## src/rtl/ccr_stack_controller.sv

```systemverilog
// Condition code register plus the shadow stack that saves it across nested interrupts.
// Sits beside the ALU in execute: commits flags, pushes on interrupt entry, pops on RTI.
module ccr_stack_controller #(
    parameter int DEPTH = 4,
    parameter int CNT_W = 3
) (
    input  logic             clk,
    input  logic             reset,
    input  logic             stall,
    input  logic             flagWrEn,
    input  logic [3:0]       flagsIn,
    input  logic             intEnter,
    input  logic             rtiRestore,
    output logic [3:0]       ccr,
    output logic [3:0]       freezedCCR,
    output logic [CNT_W-1:0] depth,
    output logic             stackFull,
    output logic             stackEmpty,
    output logic             errOverflow,
    output logic             errUnderflow
);

    localparam logic [CNT_W-1:0] DEPTH_C = CNT_W'(DEPTH);
    localparam logic [CNT_W-1:0] ONE_C   = CNT_W'(1);

    // Sized to the full pointer range so depth indexes it without truncation;
    // entries at or above DEPTH are never written.
    logic [3:0]       stack [0:(1 << CNT_W) - 1];
    logic [3:0]       nextFlags;
    logic [3:0]       topFlags;
    logic [CNT_W-1:0] topIdx;
    logic             pushEn;

    assign stackFull  = (depth == DEPTH_C);
    assign stackEmpty = (depth == '0);
    assign topIdx     = depth - ONE_C;
    assign topFlags   = stack[topIdx];
    assign freezedCCR = stackEmpty ? 4'b0000 : topFlags;
    assign nextFlags  = flagWrEn ? flagsIn : ccr;

    // Tail-chain (intEnter with rtiRestore) never writes the stack.
    assign pushEn = reset && !stall && intEnter && !rtiRestore && !stackFull;

    // NOTE: the stack array has no reset; depth alone marks which entries are valid,
    // so clearing the storage would only add reset fan-out for no behavioural gain.
    always_ff @(posedge clk) begin
        if (pushEn) begin
            stack[depth] <= nextFlags;
        end
    end

    // NOTE: all state here uses non-blocking assignments so every register samples
    // the pre-edge values of ccr/depth, matching the "visible after edge N" timing.
    always_ff @(posedge clk) begin
        if (!reset) begin
            ccr          <= 4'b0000;
            depth        <= '0;
            errOverflow  <= 1'b0;
            errUnderflow <= 1'b0;
        end else if (!stall) begin
            if (intEnter && rtiRestore) begin
                if (stackEmpty) begin
                    errUnderflow <= 1'b1;
                end else begin
                    ccr <= topFlags;
                end
            end else if (rtiRestore) begin
                if (stackEmpty) begin
                    errUnderflow <= 1'b1;
                end else begin
                    ccr   <= topFlags;
                    depth <= depth - ONE_C;
                end
            end else if (intEnter) begin
                ccr <= nextFlags;
                if (stackFull) begin
                    errOverflow <= 1'b1;
                end else begin
                    depth <= depth + ONE_C;
                end
            end else begin
                ccr <= nextFlags;
            end
        end
    end

endmodule

```

## config.mk

```make
export PLATFORM = sky130hd
export DESIGN_NAME = ccr_stack_controller
export DESIGN_NICKNAME = d
export VERILOG_FILES = /design/src/rtl/ccr_stack_controller.sv
export SDC_FILE = /design/constraint.sdc
export NUM_CORES = 1
export LEC_CHECK = 0
export CORE_MARGIN = 2
export CORE_UTILIZATION = 59
export CTS_CLUSTER_DIAMETER = 40
export CTS_CLUSTER_SIZE = 20
export DETAILED_ROUTE_END_ITERATION = 12
export PLACE_DENSITY = 0.84
export SYNTH_ARGS = -nofsm -noshare
export SYNTH_HDL_FRONTEND = slang
export SYNTH_SLANG_ARGS = --single-unit
```

## constraint.sdc

```tcl
create_clock -name clk -period 4.4 [get_ports clk]
set_clock_uncertainty 0.05 [all_clocks]
set_input_delay 0.44 -clock clk [delete_from_list [all_inputs] [get_ports clk]]
set_output_delay 0.44 -clock clk [all_outputs]
set_load 0.02 [all_outputs]
```

---- Word level (Yosys, flattened, before mapping) ----
Memories as Yosys holds them, arrays and structs flattened.
Cells that the tools add are included.
cells by class
  $add $sub $neg .......................... 2
  $mul .................................... 0
  divide/modulo/power cells ............... 0
  order comparisons ....................... 0
  equal/unequal tests ..................... 3
  shifts and indexed selects .............. 0
  mux-type cells .......................... 14
  bitwise logic cells ..................... 3
  reductions and logical operators ........ 14
operators with widths
  cell                 number
  $mux 4               5
  $mux 3               4
  $reduce_and 5->1     2
  $logic_and 1x1->1    5
  $mux 1               5
  $ne 2x2->1 const B   2
  $reduce_bool 2->1    2
  $add 3x1->3 const B  1
  $eq 3x3->1 const B   1
  $logic_not 1->1      3
  $logic_not 3->1      1
  $not 1->1            3
  $sub 3x1->3 const B  1
  $reduce_and 2->1     1
storage, ports and cells
  flip-flop bits (word level) ............. 9
  bits in latches ......................... 0
  memory bits (writable) .................. 32
  bits in read-only memories .............. 0
  output and inout port bits .............. 15
  memories kept ........................... 1
memories
  memory  words  width  rd ports  clocked after memory_dff  write ports  line  text
  stack   8      4      1         0                         1            28    logic [3:0] stack [0:(1 << CNT_W) - 1];

---- Logic depth before layout (Yosys ltp) ----
Gate-level depths: netlist (run 1).
  depth after elaboration ................. 7
  depth in mapped cells ................... 9
  mapped depth without buffers ............ 7

---- Worst setup path before layout (run 1) ----
OpenSTA, ideal clock, no wires.
  kind .................................... flip-flop to output port
  from .................................... register depth[0]
  to ...................................... output port freezedCCR[1]
  data arrival time ....................... 2.069 ns
  data required time ...................... 3.910 ns
  setup slack ............................. 1.841 ns
  stages on the path, launching flop included .. 9
  path buffers ............................ 2
  path through ............................ dfxtp_1 > buf_6 > inv_1 > ha_1 > clkbuf_2 > mux4_1 > mux2_2 > nand2_1 > o21ai_1
between the ends
  word-level cells in the longest chain between the ends .. 3
ends and longest elaborated chain
  item                    line  text
  start, declared         16    output logic [CNT_W-1:0] depth,
  start signal, assigned  72    depth <= depth - ONE_C;
  start signal, assigned  79    depth <= depth + ONE_C;
  $sub 3x1->3             36    assign topIdx = depth - ONE_C;
  $mem_v2 8x4             -
  $mux 4 *                38    assign freezedCCR = stackEmpty ? 4'b0000 : topFlags;
  end, declared           15    output logic [3:0] freezedCCR,
Mark *: on every way between the ends. The rest lies on a longest branch, timed or not.

---- Worst setup path in the final report (run 1) ----
  from .................................... register depth[0]
  to ...................................... output port freezedCCR[3]
The elaborated chain is that of the path after synthesis.

==> results of run 1 <==
[registers in the layout (all words and copies together), names as in the netlist]
name	count
ccr	4
depth	3
errOverflow	1
errUnderflow	1
stack	32
[layout make-up]
| cell class | instances | area [sq um] | area share (%) |
|---|---|---|---|
| Multi-Input combinational cell | 111 | 880.8 | 36.67 |
| Sequential cell | 41 | 1141 | 47.50 |
| Inverter | 7 | 26.28 | 1.094 |
| Tap cell | 46 | 57.56 | 2.396 |
| Timing Repair Buffer | 24 | 240.2 | 10.00 |
| Clock inverter | 2 | 15.01 | 0.6250 |
| Clock buffer | 6 | 41.29 | 1.719 |
[power by group through the flow]
| stage | Sequential, W | Clock [W] | Combinational, W |
|---|---|---|---|
| final | 0.000440 | 0.000185 | 0.000167 |
| after global routing | 0.000442 | 0.000207 | 0.000180 |
| after CTS | 0.000440 | 0.000191 | 0.000166 |
| after detailed placement | 0.000449 | 0 | 0.000166 |
| after global placement | 0.000447 | 0 | 0.000162 |
| after floorplan | 0.000450 | 0 | 0.000111 |
[stage by stage]
| step | instance area (sq um) | utilization [%] | hold slack (ps) | setup slack, ps |
|---|---|---|---|---|
| floorplan | 2100 | - | 520.2 | 1841 |
| global placement | 2346 | 69.21 | 396.7 | 1174 |
| detailed placement | 2346 | 69.21 | 407.6 | 1057 |
| CTS | 2402 | 70.87 | 438.1 | 630.9 |
| global route | 2402 | 70.87 | 469.7 | 438.0 |
| finish | 2402 | 70.87 | 432.7 | 667.9 |
[layer usage]
metal	track usage (%)	wire length, um	up-vias
met4	9.511	74	0
met5	0	0	-
met2	38.42	2100	52
met3	6.250	286	8
met1	28.97	1738	694
li1	-	-	693
[path summary, 6_finish.rpt]
path,slack [ps],to,depth (start not counted)
worst max register to register,1710,stack[1][2],5
worst min register to register,430,errUnderflow,2
worst min-delay path,430,errUnderflow,2
worst max-delay path,670,freezedCCR[3],7
[layout by cell type, fill, tap and decap left out, types with 2 or more instances in the layout]
cell type,n
sky130_fd_sc_hd__clkdlybuf4s50_1,24
sky130_fd_sc_hd__dfxtp_1,9
sky130_fd_sc_hd__edfxtp_1,32
sky130_fd_sc_hd__inv_1,6
sky130_fd_sc_hd__ha_1,3
sky130_fd_sc_hd__nand2_1,11
sky130_fd_sc_hd__nand4_1,2
sky130_fd_sc_hd__clkbuf_4,5
sky130_fd_sc_hd__o21ai_0,6
sky130_fd_sc_hd__clkinvlp_4,2
sky130_fd_sc_hd__nand3_1,4
sky130_fd_sc_hd__o211a_1,4
sky130_fd_sc_hd__nor3_1,5
sky130_fd_sc_hd__nor3b_1,5
sky130_fd_sc_hd__mux2i_1,5
sky130_fd_sc_hd__mux4_1,2
sky130_fd_sc_hd__nor2_1,9
sky130_fd_sc_hd__o21ai_1,4
sky130_fd_sc_hd__mux4_2,6
sky130_fd_sc_hd__nand2b_1,2
sky130_fd_sc_hd__o22ai_1,3
sky130_fd_sc_hd__o211ai_1,4
sky130_fd_sc_hd__mux2_2,8
sky130_fd_sc_hd__a21oi_1,8
sky130_fd_sc_hd__a22oi_1,5
[critical path: stages (launching register included)]
cell and delay [ps]:
sky130_fd_sc_hd__dfxtp_1 760, sky130_fd_sc_hd__inv_1 180, sky130_fd_sc_hd__ha_1 540, sky130_fd_sc_hd__mux4_1 420, sky130_fd_sc_hd__mux2_2 290, sky130_fd_sc_hd__nand2_1 60, sky130_fd_sc_hd__o21ai_1 90, sky130_fd_sc_hd__clkdlybuf4s50_1 540
[cells by family after synthesis]
kind of cell / synth area share [%]
compound gates: 12.64
buf+inv: 3.694
xor+xnor: 0.4172
mux: 15.61
flops: 54.35
fa+ha+maj: 1.788
simple gates: 11.50
==> results.toml, run 1 <==
[timing]
worstMarginPinSlew_ps = 779.3
timing_max_transition_violations_final = 0
report.final.setup_viol = 0
final.setup.tns_ps = 0
final_number_of_hold_violating_endpoints = 0
rsz0062_at_grt = "no"
slew_headroom_pct = 47.98
layout_worst_path_cycle_share_pct = 84.82
final.min_clock_period_ps = 3732
max_freq_mhz = 267.9

[route]
drt-pass1-iter-count = 4
avgViaCountPerCell = 6.105
drt-initial-drc-count = 111
route.detailed.wl_per_inst_um = 17.72
remaining_drc_errors = 0
route.antenna.remaining_nets = 0
routed-via-count = 1447
routed_wirelength_mm = 4.199

[worst_hold_path]
hold_class = "reg -> reg"
timing.hold.worst.start = "errUnderflow"

[floorplan]
initial_utilization_pct = 61.94
die_w_um = 63.66
rows = 21
die_height_um = 63.66
design.core.area_sq_mm = 0.003390
die_area_sq_mm = 0.004052
num_io_pins = 25

[synthesis]
sequential_area_share_after_synthesis_pct = 54.35
mappedNetlistArea_sq_mm = 0.002100
yosysMostFrequentCell = "sky130_fd_sc_hd__edfxtp_1"
number_of_enable_type_register_cells_in_the_synthesized_netlist = 32
synth.area.top_cells = "sky130_fd_sc_hd__edfxtp_1 (46%), sky130_fd_sc_hd__dfxtp_1 (8.6%), sky130_fd_sc_hd__mux4_2 (6.4%)"
async_flop_share_pct = 0
netlist_instances = 169
yosysWarnings = 0
synth.avg_cell_area_sq_um = 12.42
postSynth.topFlopCell = "sky130_fd_sc_hd__edfxtp_1"
synthTopCellsByCount = "sky130_fd_sc_hd__edfxtp_1 (32), sky130_fd_sc_hd__nand2_1 (11), sky130_fd_sc_hd__dfxtp_1 (9), sky130_fd_sc_hd__nor2_1 (9)"
synth_largest_area_cell = "sky130_fd_sc_hd__edfxtp_1"
synth_top_area_share_pct = 45.77
syn_nets = 182
postSynthRegisterBits = 41
yosys.cell_types.count = 43

[final_layout]
drive_above_1_share_pct = 13.09
n_fill_cell = 232
post_layout_nonfiller_instances = 237
areaGrowthSynthToFinish_pct = 14.42
finish.net_count = 203
n_antenna_cell = 0

[cts]
cts.clk_slew.worst_paths_ps = 130
cts-hold-fix-buffers = 0
clock_tree.htree_level_count = 2
cts_setup_buffers = 0
clock_sinks = 41
clock_insertion_delay_worst_skew_ps = 360
cts-root-to-sink-buffers = 2
post_cts.resized_instances = 0
cts_inserted_buffers = 5
cts_tree = "yes"
ctsRootBufferMaster = "sky130_fd_sc_hd__clkbuf_4"

[setup_path]
worstReg2RegStart = "depth[0]"
worst_setup_path_start_kind = "flip-flop"
crit_path_max_fanout = 14
crit_path_end_kind = "output port"
worst-endpoint-required_ps = 3910
path_class = "reg -> out"
wp_data_arrival_ps = 3240
worst_setup_path_startpoint = "depth[0]"

[power_and_ir_drop]
vdd.ir_drop.worst_uv = 290.8
power_density_mw_per_mm2 = 329.8
sw_frac_of_total_pct = 28.42
pwr-share-comb_pct = 21.0
seq_power_share_pct = 55.5
p_int_w = 0.0005671
leakage_nw = 0.7904
fin_total_pwr_w = 0.0007922
power.share.clock_pct = 23.4
switchingPower_w = 0.0002251

[place]
numPortBuffers = 24
dpl.cell_count = 229
gp_congestion = 0.9584
detailed_place_hpwl_mm = 3.105

[status]
outcome = "completed"

[global_route]
gr-usage-all-layers_pct = 23.24
pin_count_of_the_biggest_net_entering_global_routing = 24
grt_pass1_vias = 1385
grt_pass1_wl_mm = 6.886
number_of_antenna_violations_at_the_first_check_in_global_routing = 0
grt_overflow_total = 0

[flow_run]
drv_cap = 0
Note: power is estimated with default switching activity, not from simulation.
==> run 2: changes to the inputs <==
CORE_UTILIZATION = 55   (was 59)
PLACE_DENSITY = 0.79   (was 0.84)
clock period = 3.51 ns   (was 4.4 ns; I/O delays follow)
==> run 2 against run 1 <==
Compared with the run above:
- global-route usage grew 1.9 points
- sequential power grew 25%
- largest cell class unchanged
- routed wire length grew 13%
- non-clock buffer count rose by 3
- design area grew 3.5%
- via count is 2.4% higher
- critical path depth unchanged
- total power up 46%
- final cell count increased by 2.1%
- first-iteration DRC count grew 14%
==> results.toml, run 2 (synthesized netlist as in run 1, its figures left out) <==
[setup_path]
critical_path.n_buffers_inverters = 2
cell_with_the_biggest_individual_delay_on_the_critical_path = "sky130_fd_sc_hd__clkdlybuf4s50_1"
critPathTopFamily = "multiplexers"
worst-endpoint-required_ps = 3110
path_class = "reg -> out"
worst_setup_path_startpoint = "depth[1]"
crit_path_end_kind = "output port"
wp_data_arrival_ps = 2820
critPathMaxStageDelay_ps = 540
timing.critical_path.cells = "inv_1 > ha_1 > mux4_1 > mux2_2 > nand2_1 > o21ai_1 > clkdlybuf4s50_1"
worstReg2RegStart = "depth[1]"
worst_setup_path_start_kind = "flip-flop"
crit_path_max_fanout = 9

[worst_hold_path]
timing.hold.worst.start = "errOverflow"
hold_class = "reg -> reg"

[cts]
cts-hold-fix-buffers = 0
cts-root-to-sink-buffers = 2
clock_insertion_delay_worst_skew_ps = 300
clock_sinks = 41
ctsRootBufferMaster = "sky130_fd_sc_hd__clkbuf_8"
cts.clk_slew.worst_paths_ps = 90
post_cts.resized_instances = 0
clock_tree.htree_level_count = 2
cts_setup_buffers = 0
cts_inserted_buffers = 5
cts_tree = "yes"

[floorplan]
design.core.area_sq_mm = 0.003661
die_area_sq_mm = 0.004328
die_height_um = 65.79
die_w_um = 65.79
rows = 22
initial_utilization_pct = 57.35
num_io_pins = 25

[final_layout]
layout_top_registers = "stack (32), ccr (4), depth (3)"
max_flop_register = "stack"
areaGrowthSynthToFinish_pct = 18.41
drive_above_1_share_pct = 14.95
n_antenna_cell = 0
layout_commonest_cell = "sky130_fd_sc_hd__edfxtp_1"
finish.net_count = 206
largest_reg_flops = 32
final_cell_mix = "sky130_fd_sc_hd__edfxtp_1 (32), sky130_fd_sc_hd__clkdlybuf4s50_1 (24), sky130_fd_sc_hd__nand2_1 (11)"

[timing]
max_freq_mhz = 310.4
post-route-worst-setup-slack_ps = 288.6
final.min_clock_period_ps = 3221
report.final.setup_viol = 0
final.setup.tns_ps = 0
timing_max_transition_violations_final = 0
layout_worst_path_cycle_share_pct = 91.78
slew_headroom_pct = 50.71
rsz0062_at_grt = "no"
worstMarginPinSlew_ps = 738.4
final_number_of_hold_violating_endpoints = 0

[route]
drt-pass1-iter-count = 4
route.antenna.remaining_nets = 0
route.detailed.wl_per_inst_um = 19.55
avgViaCountPerCell = 6.124
remaining_drc_errors = 0
routed-via-count = 1482
drt-initial-drc-count = 127
routed_wirelength_mm = 4.730

[place]
gp_congestion = 0.8938
placement.setup.worst_slack_ps = 592.1
numPortBuffers = 24
detailed_place_hpwl_mm = 3.342

[power_and_ir_drop]
power_density_mw_per_mm2 = 464.9
switchingPower_w = 0.0003078
pwr-share-comb_pct = 19.1
vdd.ir_drop.worst_uv = 337.9
leakage_nw = 0.8352
power.share.clock_pct = 33.5
fin_total_pwr_w = 0.001156
p_int_w = 0.0008481
sw_frac_of_total_pct = 26.63
seq_power_share_pct = 47.4

[global_route]
grt_pass1_vias = 1486
grt_overflow_total = 0
number_of_antenna_violations_at_the_first_check_in_global_routing = 0
grt_pass1_wl_mm = 7.831
pin_count_of_the_biggest_net_entering_global_routing = 24
gr-usage-all-layers_pct = 25.09

[status]
outcome = "completed"

[flow_run]
drv_cap = 0
==> run 2: cell count changes in the layout (fill, tap and decap cells not counted), sizes merged <==
| cell | previous run | this run |
|---|---|---|
| clkinv | 1 | 2 |
| bufinv | 0 | 1 |
| clkbuf | 6 | 5 |
| clkinvlp | 2 | 1 |
| buf | 0 | 3 |
==> run 2: worst paths after layout <==
| path | cells past startpoint | slack [ps] | to |
|---|---|---|---|
| worst max-delay path | 7 | 290 | freezedCCR[3] |
| worst min-delay path | 2 | 430 | errOverflow |
| worst max register to register | 6 | 1130 | ccr[1] |
| worst min register to register | 2 | 430 | errOverflow |
==> run 2: through the flow <==
stage	utilization (%)	instances	hold WS [ps]	cell area, sq um
CTS	67.91	242	440.2	2486
global route	67.91	242	502.0	2486
global placement	64.76	234	401.1	2371
finish	67.91	242	434.6	2486
floorplan	-	169	432.2	2100
detailed placement	64.76	234	420.3	2371
==> run 2: tightest hold or removal path, stage by stage, from the launching register on <==
cell and delay, ps:
sky130_fd_sc_hd__dfxtp_1 330, sky130_fd_sc_hd__a21oi_1 40, sky130_fd_sc_hd__nor2_1 70
==> run 2: power by group through the flow <==
stage	sequential [W]	combinational [W]	clock [W]
CTS	0.000548	0.000219	0.000390
global route	0.000550	0.000240	0.000406
finish	0.000548	0.000221	0.000387
floorplan	0.000564	0.000139	0
global placement	0.000558	0.000214	0
detailed placement	0.000559	0.000219	0
==> run 2: cell type report <==
type | count | area (sq um)
multi-input cells | 111 | 880.8
inverters | 7 | 26.28
well taps | 48 | 60.06
flip-flops and latches | 41 | 1141
fillers | 261 | 1175
clock inverters | 3 | 46.29
repair buffers | 27 | 262.8
clock buffers | 5 | 68.82
==> run 2: per-layer routing <==
metal  global-route usage (%)  wire [um]  vias up
met2                    40.78       2386       30
li1                         -          -      701
met4                    7.552         61        0
met5                        0          0        -
met1                    34.39       2113      744
met3                    4.940        168        7
